`src/rtl/mul_add_seq.sv`:
```
// mul_add_seq: sequential radix-2 shift-add unit, result = a*b + c (unsigned).
// Define EARLY_TERM_EN to end RUN as soon as the remaining multiplier bits are zero.
module mul_add_seq #(
    parameter int WIDTH = 64
) (
    input  logic             clk_in,
    input  logic             rst_in,
    input  logic [WIDTH-1:0] a_in,
    input  logic [WIDTH-1:0] b_in,
    input  logic [WIDTH-1:0] c_in,
    input  logic             data_valid_in,
    output logic [WIDTH-1:0] result_out,
    output logic             data_valid_out,
    output logic             error_out,
    output logic             busy_out
);

    typedef enum logic [1:0] {
        IDLE,
        RUN,
        DONE
    } state_t;

    localparam int CW = $clog2(WIDTH + 1);
    localparam int AW = 2 * WIDTH + 1;

    state_t             state_q, state_d;
    logic [WIDTH-1:0]   mreg_q, mreg_d;
    logic [2*WIDTH-1:0] breg_q, breg_d;
    logic [AW-1:0]      acc_q, acc_d;
    logic [CW-1:0]      cnt_q, cnt_d;
    logic [WIDTH-1:0]   res_q, res_d;
    logic               err_q, err_d;
    logic               dv_q, dv_d;
    logic               accept;
    logic               last;

    assign accept = data_valid_in && (state_q != RUN);

`ifdef EARLY_TERM_EN
    // Stop once this step consumes the last set multiplier bit.
    assign last = (cnt_q == CW'(WIDTH - 1)) || (mreg_q[WIDTH-1:1] == '0);
`else
    assign last = (cnt_q == CW'(WIDTH - 1));
`endif

    always_comb begin
        state_d = state_q;
        mreg_d  = mreg_q;
        breg_d  = breg_q;
        acc_d   = acc_q;
        cnt_d   = cnt_q;
        res_d   = res_q;
        err_d   = err_q;
        dv_d    = 1'b0;

        unique case (state_q)
            IDLE: begin
                state_d = IDLE;
            end
            RUN: begin
                if (mreg_q[0]) begin
                    acc_d = acc_q + AW'(breg_q);
                end
                mreg_d = mreg_q >> 1;
                breg_d = breg_q << 1;
                cnt_d  = cnt_q + CW'(1);
                if (last) begin
                    state_d = DONE;
                end
            end
            DONE: begin
                res_d   = acc_q[WIDTH-1:0];
                err_d   = |acc_q[AW-1:WIDTH];
                dv_d    = 1'b1;
                state_d = IDLE;
            end
            default: begin
                state_d = IDLE;
            end
        endcase

        // Loading in DONE still publishes the finished result above.
        if (accept) begin
            mreg_d  = a_in;
            breg_d  = {{WIDTH{1'b0}}, b_in};
            acc_d   = {{(WIDTH + 1){1'b0}}, c_in};
            cnt_d   = '0;
            state_d = RUN;
        end
    end

    always_ff @(posedge clk_in or negedge rst_in) begin
        if (!rst_in) begin
            state_q <= IDLE;
            mreg_q  <= '0;
            breg_q  <= '0;
            acc_q   <= '0;
            cnt_q   <= '0;
            res_q   <= '0;
            err_q   <= 1'b0;
            dv_q    <= 1'b0;
        end else begin
            state_q <= state_d;
            mreg_q  <= mreg_d;
            breg_q  <= breg_d;
            acc_q   <= acc_d;
            cnt_q   <= cnt_d;
            res_q   <= res_d;
            err_q   <= err_d;
            dv_q    <= dv_d;
        end
    end

    assign result_out     = res_q;
    assign error_out      = err_q;
    assign data_valid_out = dv_q;
    assign busy_out       = (state_q == RUN);

endmodule

```
`config.mk`:
```
export PLATFORM = sky130hd
export DESIGN_NAME = mul_add_seq
export DESIGN_NICKNAME = d
export VERILOG_FILES = /design/src/rtl/mul_add_seq.sv
export SDC_FILE = /design/constraint.sdc
export NUM_CORES = 1
export LEC_CHECK = 0
export BUFFER_PORTS_ARGS = -buffer_cell sky130_fd_sc_hd__buf_4
export CAP_MARGIN = 5
export CORE_AREA = 4 4 274 276
export CTS_CLUSTER_SIZE = 10
export DETAILED_ROUTE_END_ITERATION = 16
export DIE_AREA = 0 0 278 280
export PLACE_DENSITY_LB_ADDON = 0.12
export SYNTH_ARGS = -nofsm -noshare
export SYNTH_HDL_FRONTEND = slang
export SYNTH_SLANG_ARGS = --single-unit
export TNS_END_PERCENT = 20
```
`constraint.sdc`:
```
create_clock -name clk_in -period 3.32 [get_ports clk_in]
set_input_delay 0.166 -clock clk_in [delete_from_list [all_inputs] [get_ports clk_in]]
set_output_delay 0.166 -clock clk_in [all_outputs]
set_load 0.02 [all_outputs]
```
==> results of run 1 <==
==> power by group <==
part           leakage, nW  internal (W)  total (W)  switching [W]
Combinational         11.0        0.0102     0.0230         0.0128
Sequential            5.10       0.00665    0.00813        0.00148
Clock                0.737       0.00296    0.00522        0.00226
==> registers in the layout, summed over array words and instances, names as in the netlist <==
| signal | cells |
|---|---|
| state_q | 2 |
| acc_q | 129 |
| result_out | 64 |
| error_out | 1 |
| cnt_q | 7 |
| mreg_q | 64 |
| data_valid_out | 1 |
| breg_q | 128 |
==> metrics by stage <==
step                      worst slack [ps]  power [W]  hold slack [ps]
after floorplan                       5.02     0.0205             -130
after global placement                -605     0.0294              112
after detailed placement              -693     0.0295              113
after CTS                             -425     0.0358             42.8
after global routing                  -529     0.0391             74.3
final                                 -432     0.0363             54.8
==> cells in the final DEF (no fill, tap or decap), drive strengths merged, types with 8 or more instances in the layout <==
| cell type | n |
|---|---|
| or3 | 13 |
| a31oi | 24 |
| buf | 720 |
| o31ai | 12 |
| inv | 46 |
| xor2 | 49 |
| a21o | 44 |
| clkbuf | 65 |
| nor4 | 29 |
| nor2 | 200 |
| nor3 | 30 |
| mux2i | 133 |
| o21ai | 351 |
| a21oi | 275 |
| nand2 | 725 |
| a21boi | 16 |
| dfrtp | 396 |
| nor2b | 8 |
| a22oi | 8 |
| nand2b | 10 |
| o21bai | 49 |
| clkinv | 8 |
| nand3 | 26 |
| nand3b | 68 |
| o21a | 15 |
| and3 | 13 |
| xnor2 | 67 |
| dlygate4sd3 | 193 |
| nand4 | 66 |
| ha | 129 |
| o211ai | 15 |
==> repair_timing <==
action,CTS,global route
gates resized for setup,88,78
hold buffers,193,0
endpoints found under the setup margin,77,68
setup buffers,10,16
hold endpoints to repair,564,0
pin swaps,44,45
==> cells in the mapped netlist, types with 26 or more instances <==
cell type	count
nand2_1	723
dfrtp_1	396
o21ai_0	345
a21oi_1	273
nor2_1	200
clkbuf_1	146
mux2i_1	133
ha_1	129
nand3b_1	68
xnor2_1	67
nand4_1	66
o21bai_1	49
xor2_1	49
inv_1	46
a21o_1	44
nor3_1	30
nor4_1	29
nand3_1	26
==> area by class of cell <==
type,count,area (um^2),share of cell area [%]
Sequential cell,396,9910,27.9
Antenna cell,3,7.51,0.0212
Clock inverter,12,168,0.472
Tap cell,959,1200,3.38
Inverter,46,180,0.508
Timing Repair Buffer,914,7610,21.4
Multi-Input combinational cell,2453,15100,42.4
Clock buffer,64,1360,3.84
==> how the worst min path moves through the flow <==
stage / cells past startpoint / to / slack (ps) / from
finish: 2 / mreg_q[29] / 50 / rst_in
global route: 2 / mreg_q[27] / 70 / rst_in
CTS: 2 / mreg_q[30] / 40 / rst_in
detailed placement: 1 / acc_q[108] / 110 / rst_in
global placement: 1 / acc_q[108] / 110 / rst_in
floorplan: 0 / acc_q[0] / -130 / rst_in
==> metal layers <==
metal  vias to the layer above  global-route usage (%)
met5                         -                       0
met4                         6                    7.64
met3                       165                    3.34
met2                       590                    40.2
met1                     12237                    32.4
li1                      12343                       -
==> critical path: cells and delay by family, from the launching register on <==
family / cells / cell delay [ps]
AO/OA/AOI/OAI: 9 / 1850
adder cells (fa/ha/maj): 2 / 550
buffers and inverters: 3 / 480
flip-flops: 1 / 380
AND/OR/NAND/NOR: 1 / 210
XOR/XNOR: 1 / 90
==> cell families after synthesis <==
group                      count (synthesis)  share of synthesized area [%]
adders and majority gates                130                           6.48
AOI/OAI and AO/OA                        865                           20.2
and+or+nand+nor                         1209                           21.0
buffers and inverters                    226                           3.72
muxes                                    133                           5.28
DFF                                      396                           39.3
xor gates and xnor gates                 116                           4.03
==> qor.txt, run 1 <==
status -> finished, violations left
failing checks -> setup timing
initial antenna violation count -> 7
first-pass GRT wire length -> 150 mm
non-filler instance count after layout -> 4847
register area share after synthesis -> 39.3%
vias in the first global route -> 26259
final wirelength -> 95.9 mm
dpl cells -> 4550
vias per inst -> 5.23
GRT Residual Overflow -> 0
io pins -> 262
Pwr per Cell Area -> 1020 nW/um^2
critical path launch point type -> register
area share of the largest cell type after synthesis -> 39.3%
arrival time at the worst endpoint -> 4220 ps
routed wl met3 -> 4.00 mm
fin util -> 48.9%
post-place instance area -> 31100 um^2
drt pass-1 iters -> 6
Cells after Synth -> 3075
via count -> 25341
post-synthesis register bit count -> 396
Sink Count -> 396
max-cap viol count -> 0
Yosys cell types -> 75
Mapped Area -> 25200 um^2
Final Hold Viols -> 0
largest net degree at the start of global routing -> 177
number of nets still failing antenna checks after routing -> 0
FP Rows -> 99
Slew Limit Fails -> 0
highest routed layer -> met5
Fin Clk Skew -> 57.3 ps
core area -> 72600 um^2
Die W -> 278 um
TritonCTS Buffers -> 50
crit path capture -> acc_q[94]
Fin Setup TNS -> -3660 ps
Reg clk slew, reported paths -> 60 ps
hpwl dp -> 71.1 mm
routability congestion estimate from global placement -> 0.915
DRC -> 0
crit share post-route -> 113%
worst reg2reg path endpoint -> acc_q[94]
Max FO, Critical Path -> 2
initial DRC count -> 1663
peak supply drop -> 0.715 mV
input/output buffers -> 261
unrepaired setup endpoints after global routing -> yes
CTS tree -> done
crit path max-delay cell type -> dfrtp_1
WP data required -> 3790 ps
ys flop type -> dfrtp_1
Post-synth EDFFs -> 0
Total Routing Usage GR -> 24.0%
Die Area -> 77800 um^2
Starting Density -> 34.7%
Net Count, Synth -> 3400
Slew HR -> 46.4%
root buffer selected by CTS -> clkbuf_16
yosys synthesis warning count -> 0
Max Clk Rate -> 267 MHz
Finished Cell Area -> 35500 um^2
Crit. Startpoint -> acc_q[0]
CTS H-tree lvls -> 2
cells on worst reg2reg path -> 16
FF-to-FF Start -> acc_q[0]
clk_lat worst skew -> 630 ps
Area Overhead vs Synth -> 40.8%
Final Setup Violations -> 18
synth top area cells -> dfrtp_1 (39%), nand2_1 (11%), o21ai_0 (6.9%), ha_1 (6.4%), a21oi_1 (5.4%)
Hold Crit Class -> input port to async pin
worst-path cell chain -> ha_2, fa_2, a211oi_2, o211ai_1, nand3b_1, a211oi_2, o31ai_1, buf_4, a21boi_4, o31a_1, buf_4, o31a_1, a31oi_4, buf_6, xnor2_2, o21ai_1
dominant cell type by area after synthesis -> dfrtp_1
WL met2 -> 45.6 mm
slew of the pin with the lowest slew margin -> 804 ps
Crit Path Class -> register to register
Mean Syn Cell Area -> 8.19 um^2
min setup slack post-route -> -432 ps
crit end category -> register
fillcell total -> 7078
Leak Pwr -> 16.8 nW
final net count -> 4186
clock buffer depth -> 3
slowest stage delay, CP -> 380 ps
R2R setup slack -> -430 ps
ys async rst share -> 100%
die height -> 280 um
wire length on met1 -> 43.3 mm
Routed WL per cell -> 19.8 um
min cycle time layout -> 3750 ps
layout cell share with drive strength beyond 1 -> 23.7%
(Power assumes the default switching activity.)
==> run 2, diff against run 1 <==
--- a/config.mk
+++ b/config.mk
@@ -7,10 +7,12 @@
 export LEC_CHECK = 0
 export BUFFER_PORTS_ARGS = -buffer_cell sky130_fd_sc_hd__buf_4
 export CAP_MARGIN = 5
-export CORE_AREA = 4 4 274 276
+export CELL_PAD_IN_SITES_DETAIL_PLACEMENT = 1
+export CELL_PAD_IN_SITES_GLOBAL_PLACEMENT = 2
+export CORE_AREA = 4 4 282 284
 export CTS_CLUSTER_SIZE = 10
 export DETAILED_ROUTE_END_ITERATION = 16
-export DIE_AREA = 0 0 278 280
+export DIE_AREA = 0 0 286 288
 export PLACE_DENSITY_LB_ADDON = 0.12
 export SYNTH_ARGS = -nofsm -noshare
 export SYNTH_HDL_FRONTEND = slang
==> qor.txt, run 2 (synthesis results as in run 1) <==
sequential share of power -> 22.1% (-0.3 points)
Slew Limit Fails -> 0 (unchanged)
Slew HR -> 29.8% (-17 points)
worst reg2reg path endpoint -> acc_q[110]
fillcell total -> 9108 (+29%)
clk_lat worst skew -> 630 ps (about the same)
layout cell share with drive strength beyond 1 -> 24.0% (+0.38 points)
area of the multi-input gates -> 15200 um^2 (+0.66%)
final net count -> 4182 (-0.096%)
final wirelength -> 106 mm (+10%)
dpl cells -> 4625 (+1.6%)
hpwl dp -> 77.6 mm (+9.2%)
Final Setup Violations -> 17 (-1)
min setup slack post-route -> -381 ps (+50.8 ps)
max-cap viol count -> 0 (unchanged)
cells on worst reg2reg path -> 14 (-2)
initial antenna violation count -> 11 (+4)
P_sw -> 0.0171 W (+3.6%)
critical path launch point type -> register
DRC -> 0 (unchanged)
via count -> 25907 (+2.2%)
worst-path cell chain -> ha_4, fa_2, a211oi_2, o211ai_1, nand3b_1, a211oi_2, o31ai_1, buf_4, a21boi_4, o31a_1, o311ai_4, a21boi_2, or3_1, a32o_1
R2R setup slack -> -380 ps (+50 ps)
io pins -> 262 (unchanged)
WP data required -> 3830 ps (+40 ps)
input/output buffers -> 261 (unchanged)
Die W -> 286 um (+2.9%)
commonest non-fill, non-tap cell in the layout -> nand2_1
combinational power share -> 63.2% (about the same)
initial DRC count -> 1202 (-28%)
status -> finished, violations left
core area -> 77100 um^2 (+6.2%)
TritonCTS Buffers -> 52 (+4.0%)
Sink Count -> 396 (unchanged)
hold_ws -> 98.4 ps (+43.5 ps)
Tot Pwr -> 0.0369 W (+1.5%)
Crit Path Class -> register to register
peak supply drop -> 0.502 mV (-30%)
failing checks -> setup timing
min cycle time layout -> 3700 ps (-50.8 ps)
Max FO, Critical Path -> 2 (unchanged)
root buffer selected by CTS -> clkbuf_16
Final Hold Viols -> 0 (unchanged)
most frequent CP cell -> a211oi_2
CTS tree -> done
die height -> 288 um (+2.9%)
Routed WL per cell -> 21.4 um (+8.1%)
routability congestion estimate from global placement -> 0.902 (-1.5%)
Leak Pwr -> 16.8 nW (-0.23%)
vias in the first global route -> 28610 (+9.0%)
storage element area -> 9910 um^2 (unchanged)
Hold Crit Class -> input port to register
GRT Residual Overflow -> 0 (unchanged)
slowest stage delay, CP -> 410 ps (+30 ps)
Max Clk Rate -> 270 MHz (+1.4%)
Fin Setup TNS -> -3170 ps (+489 ps)
largest net degree at the start of global routing -> 115 (-35%)
max reg flops -> 129 (unchanged)
vias per inst -> 5.25 (+0.41%)
CTS H-tree lvls -> 2 (unchanged)
FF-to-FF Start -> acc_q[0]
clock network power share -> 14.6% (+0.2 points)
Area Overhead vs Synth -> 41.4%
Total Routing Usage GR -> 25.1% (+1.1 points)
Die Area -> 82400 um^2 (+5.8%)
first-pass GRT wire length -> 164 mm (+9.5%)
non-filler instance count after layout -> 4935 (+1.8%)
Biggest register -> acc_q
hold path start -> data_valid_in
unrepaired setup endpoints after global routing -> yes
Hold Path Cell Cnt -> 3
drt pass-1 iters -> 7 (+1)
Reg clk slew, reported paths -> 60 ps (about the same)
Fin Clk Skew -> 17.3 ps (-40.0 ps)
Pwr per Cell Area -> 1030 nW/um^2 (+1.1%)
Sw Ratio -> 46.5% (+0.92 points)
FP Rows -> 102 (+3.0%)
crit end category -> register
top flop regs -> acc_q: 129 flops, breg_q: 128 flops
clock buffer depth -> 3 (unchanged)
Int Power -> 0.0197 W (-0.23%)
number of nets still failing antenna checks after routing -> 0 (unchanged)
crit path max-delay cell type -> dfrtp_1
Hold Path End -> mreg_q[63]
slew of the pin with the lowest slew margin -> 1050 ps (+249 ps)
Starting Density -> 32.7% (-2.0 points)
crit share post-route -> 111% (-1.5 points)
most frequent cells in the layout -> nand2_1 (720), buf_4 (690), dfrtp_1 (396)
arrival time at the worst endpoint -> 4210 ps (about the same)
run 2: area by class of cell:
class,instances,share of cell area (%)
multi-input cells,2453,42.5
clock buffers,73,4.10
inverters,46,0.506
well taps,1040,3.65
repair buffers,908,21.0
clock inverters,10,0.306
flip-flops and latches,396,27.8
diodes,9,0.0632
run 2: power by group through the flow:
| stage | sequential, W | clock, W | combinational (W) |
|---|---|---|---|
| after global routing | 0.00839 | 0.00572 | 0.0255 |
| after detailed placement | 0.00818 | 0 | 0.0218 |
| after CTS | 0.00813 | 0.00557 | 0.0225 |
| final | 0.00816 | 0.00539 | 0.0233 |
| after floorplan | 0.00769 | 0 | 0.0128 |
| after global placement | 0.00810 | 0 | 0.0213 |
run 2: how the worst max path moves through the flow:
stage	slack (ps)	end	startpoint
after detailed placement	-750	acc_q[114]	acc_q[4]
after floorplan	5	acc_q[110]	breg_q[0]
final	-380	acc_q[110]	acc_q[0]
after CTS	-410	acc_q[110]	acc_q[0]
after global routing	-560	acc_q[110]	acc_q[0]
after global placement	-610	acc_q[114]	breg_q[4]
run 2: through the flow:
stage,worst slack [ps],utilization (%),instance area [um^2]
after floorplan,5.02,-,25200
after global routing,-558,46.2,35600
after CTS,-415,45.4,35000
final,-381,46.2,35600
after global placement,-612,40.4,31100
after detailed placement,-749,40.4,31100
run 2: what timing repair did:
action,in CTS,in global routing
setup endpoints to repair,81,77
gates resized for setup,76,117
pin swaps,22,47
hold buffers,193,0
endpoints found under the hold margin,270,0
buffers inserted,7,21
run 2: worst max-delay path: cells and delay by family, from the launching register on:
kind,cells,cell delay [ps]
compound gates,9,1920
fa+ha+maj,2,530
buf+inv,1,190
flops,1,410
simple gates,2,550
run 2: layer usage:
metal	global-route usage, %	up-vias	part of all wire (%)
li1	-	12356	-
met1	30.6	12876	42
met2	45.1	470	51
met3	3.54	201	3.3
met4	9.16	4	3.6
met5	0	-	0.026
==> run 3, diff against run 2 <==
--- a/config.mk
+++ b/config.mk
@@ -14,6 +14,7 @@
 export DETAILED_ROUTE_END_ITERATION = 16
 export DIE_AREA = 0 0 286 288
 export PLACE_DENSITY_LB_ADDON = 0.12
+export SETUP_SLACK_MARGIN = 0.05
 export SYNTH_ARGS = -nofsm -noshare
 export SYNTH_HDL_FRONTEND = slang
 export SYNTH_SLANG_ARGS = --single-unit
==> qor.txt, run 3 (synthesis results as in run 1) <==
max reg flops -> 129 (unchanged)
WP data required -> 3820 ps (about the same)
crit path max-delay cell type -> dfrtp_1
arrival time at the worst endpoint -> 4110 ps (-100 ps)
WL met2 -> 53.6 mm (+0.20%)
slowest stage delay, CP -> 380 ps (-30 ps)
Slew Limit Fails -> 0 (unchanged)
final wirelength -> 106 mm (+0.53%)
routed wl met3 -> 3.67 mm (+4.9%)
vias in the first global route -> 28641 (+0.11%)
hpwl dp -> 78.5 mm (+1.0%)
io pins -> 262 (unchanged)
drt pass-1 iters -> 5 (-2)
core area -> 77100 um^2 (unchanged)
min setup slack post-route -> -284 ps (+97.6 ps)
wire length on met1 -> 45.3 mm (+1.2%)
Fin Clk Skew -> 24.0 ps (+6.64 ps)
crit share post-route -> 109% (-2.9 points)
Final Hold Viols -> 0 (unchanged)
crit end category -> register
input/output buffers -> 261 (unchanged)
initial DRC count -> 1330 (+11%)
Sink Count -> 396 (unchanged)
min cycle time layout -> 3600 ps (-97.6 ps)
status -> finished, violations left
die height -> 288 um (unchanged)
Hold Crit Class -> input port to register
CTS tree -> done
Fin Setup TNS -> -2440 ps (+729 ps)
top flop regs -> acc_q: 129 flops, breg_q: 128 flops
initial antenna violation count -> 15 (+4)
slew of the pin with the lowest slew margin -> 1100 ps (+48.4 ps)
layout cell share with drive strength beyond 1 -> 24.7% (+0.62 points)
CP bufs+invs -> 1 (unchanged)
hold_ws -> 101 ps (+2.19 ps)
max-cap viol count -> 0 (unchanged)
FP Rows -> 102 (unchanged)
unrepaired setup endpoints after global routing -> yes
Total Routing Usage GR -> 25.2% (+0.11 points)
critical path launch point type -> register
most frequent cells in the layout -> buf_4 (730), nand2_1 (720), dfrtp_1 (396)
Area Overhead vs Synth -> 42.9%
Max FO, Critical Path -> 3 (+1)
non-filler instance count after layout -> 4980 (+0.91%)
Die Area -> 82400 um^2 (unchanged)
Final Setup Violations -> 21 (+4)
Crit Path Class -> register to register
Biggest register -> acc_q
Die W -> 286 um (unchanged)
clock buffer depth -> 3 (unchanged)
dpl cells -> 4667 (+0.91%)
first-pass GRT wire length -> 164 mm (about the same)
highest routed layer -> met5
Pwr per Cell Area -> 1040 nW/um^2 (+0.27%)
peak supply drop -> 0.537 mV (+7.0%)
Finished Cell Area -> 36000 um^2 (+1.1%)
DRC -> 0 (unchanged)
final net count -> 4224 (+1.0%)
Crit path max-delay family -> compound AO/OA/AOI/OAI gates
post-place instance area -> 31400 um^2 (+1.1%)
failing checks -> setup timing
Leak Pwr -> 17.0 nW (+1.4%)
clk_lat worst skew -> 630 ps (about the same)
Routed WL per cell -> 21.3 um (-0.37%)
Starting Density -> 32.7% (unchanged)
commonest non-fill, non-tap cell in the layout -> buf_4
GRT Residual Overflow -> 0 (unchanged)
number of nets still failing antenna checks after routing -> 0 (unchanged)
TritonCTS Buffers -> 51 (-1.9%)
worst-path cell chain -> ha_2, fa_2, a211oi_4, o211ai_1, nand3b_1, a211oi_2, o31ai_2, buf_4, a21boi_4, o31a_1, o311ai_4, a21boi_2, or3_1, a32o_1
via count -> 25888 (-0.073%)
Reg clk slew, reported paths -> 60 ps (about the same)
largest net degree at the start of global routing -> 129 (+12%)
root buffer selected by CTS -> clkbuf_16
routability congestion estimate from global placement -> 0.897 (-0.50%)
Max Clk Rate -> 277 MHz (+2.7%)
Slew HR -> 26.6% (-3.2 points)
CTS H-tree lvls -> 2 (unchanged)
vias per inst -> 5.20 (-0.98%)
## run 3: timing repair
| item | in CTS | in global routing |
|---|---|---|
| setup buffers | 3 | 24 |
| gates resized for setup | 88 | 113 |
| pin swaps | 28 | 63 |
| setup endpoints to repair | 86 | 76 |
| endpoints found under the hold margin | 262 | 0 |
| hold buffers | 193 | 0 |
| cloned | 0 | 0 |
## run 3: worst register-to-register path, delay by kind of cell, from the launching register on
kind	cells	cell delay (ps)
and+or+nand+nor	2	520
DFF	1	380
AOI/OAI and AO/OA	9	1820
buffers and inverters	1	180
adders and majority gates	2	590
## run 3: power breakdown
group,total (W),switching [W],internal (W)
clock network,0.00538,0.00234,0.00303
registers,0.00813,0.00148,0.00665
logic,0.0239,0.0134,0.0104
## run 3: final cells by class
type                    instances  area, um^2
fillers                      9124       41100
well taps                    1040        1300
flip-flops and latches        396        9910
inverters                      46         180
diodes                         10        25.0
multi-input cells            2453       15200
repair buffers                951        7830
clock inverters                 9         103
clock buffers                  75        1460
## run 3: routing by layer
| metal | global-route usage (%) | vias up |
|---|---|---|
| met5 | 0 | - |
| met4 | 8.85 | 8 |
| met3 | 3.64 | 168 |
| met2 | 45.4 | 414 |
| met1 | 30.8 | 12864 |
| li1 | - | 12434 |
## run 3: final timing paths
check | startpoint | end | slack, ps | depth (start not counted)
max in group asynchronous | rst_in | cnt_q[5] | 2160 | 3
worst min-delay path | data_valid_in | breg_q[0] | 100 | 3
worst min register to register | result_out[38] | result_out[38] | 480 | 2
min in group asynchronous | rst_in | acc_q[104] | 180 | 2
worst max-delay path | acc_q[0] | acc_q[110] | -280 | 14
worst max register to register | acc_q[0] | acc_q[110] | -280 | 14
## run 3: through the flow
| stage | total power, W | util, % | setup slack [ps] |
|---|---|---|---|
| global placement | 0.0298 | 40.8 | -568 |
| CTS | 0.0366 | 45.9 | -344 |
| floorplan | 0.0205 | - | 22.3 |
| detailed placement | 0.0303 | 40.8 | -671 |
| global route | 0.0403 | 46.7 | -376 |
| finish | 0.0374 | 46.7 | -284 |
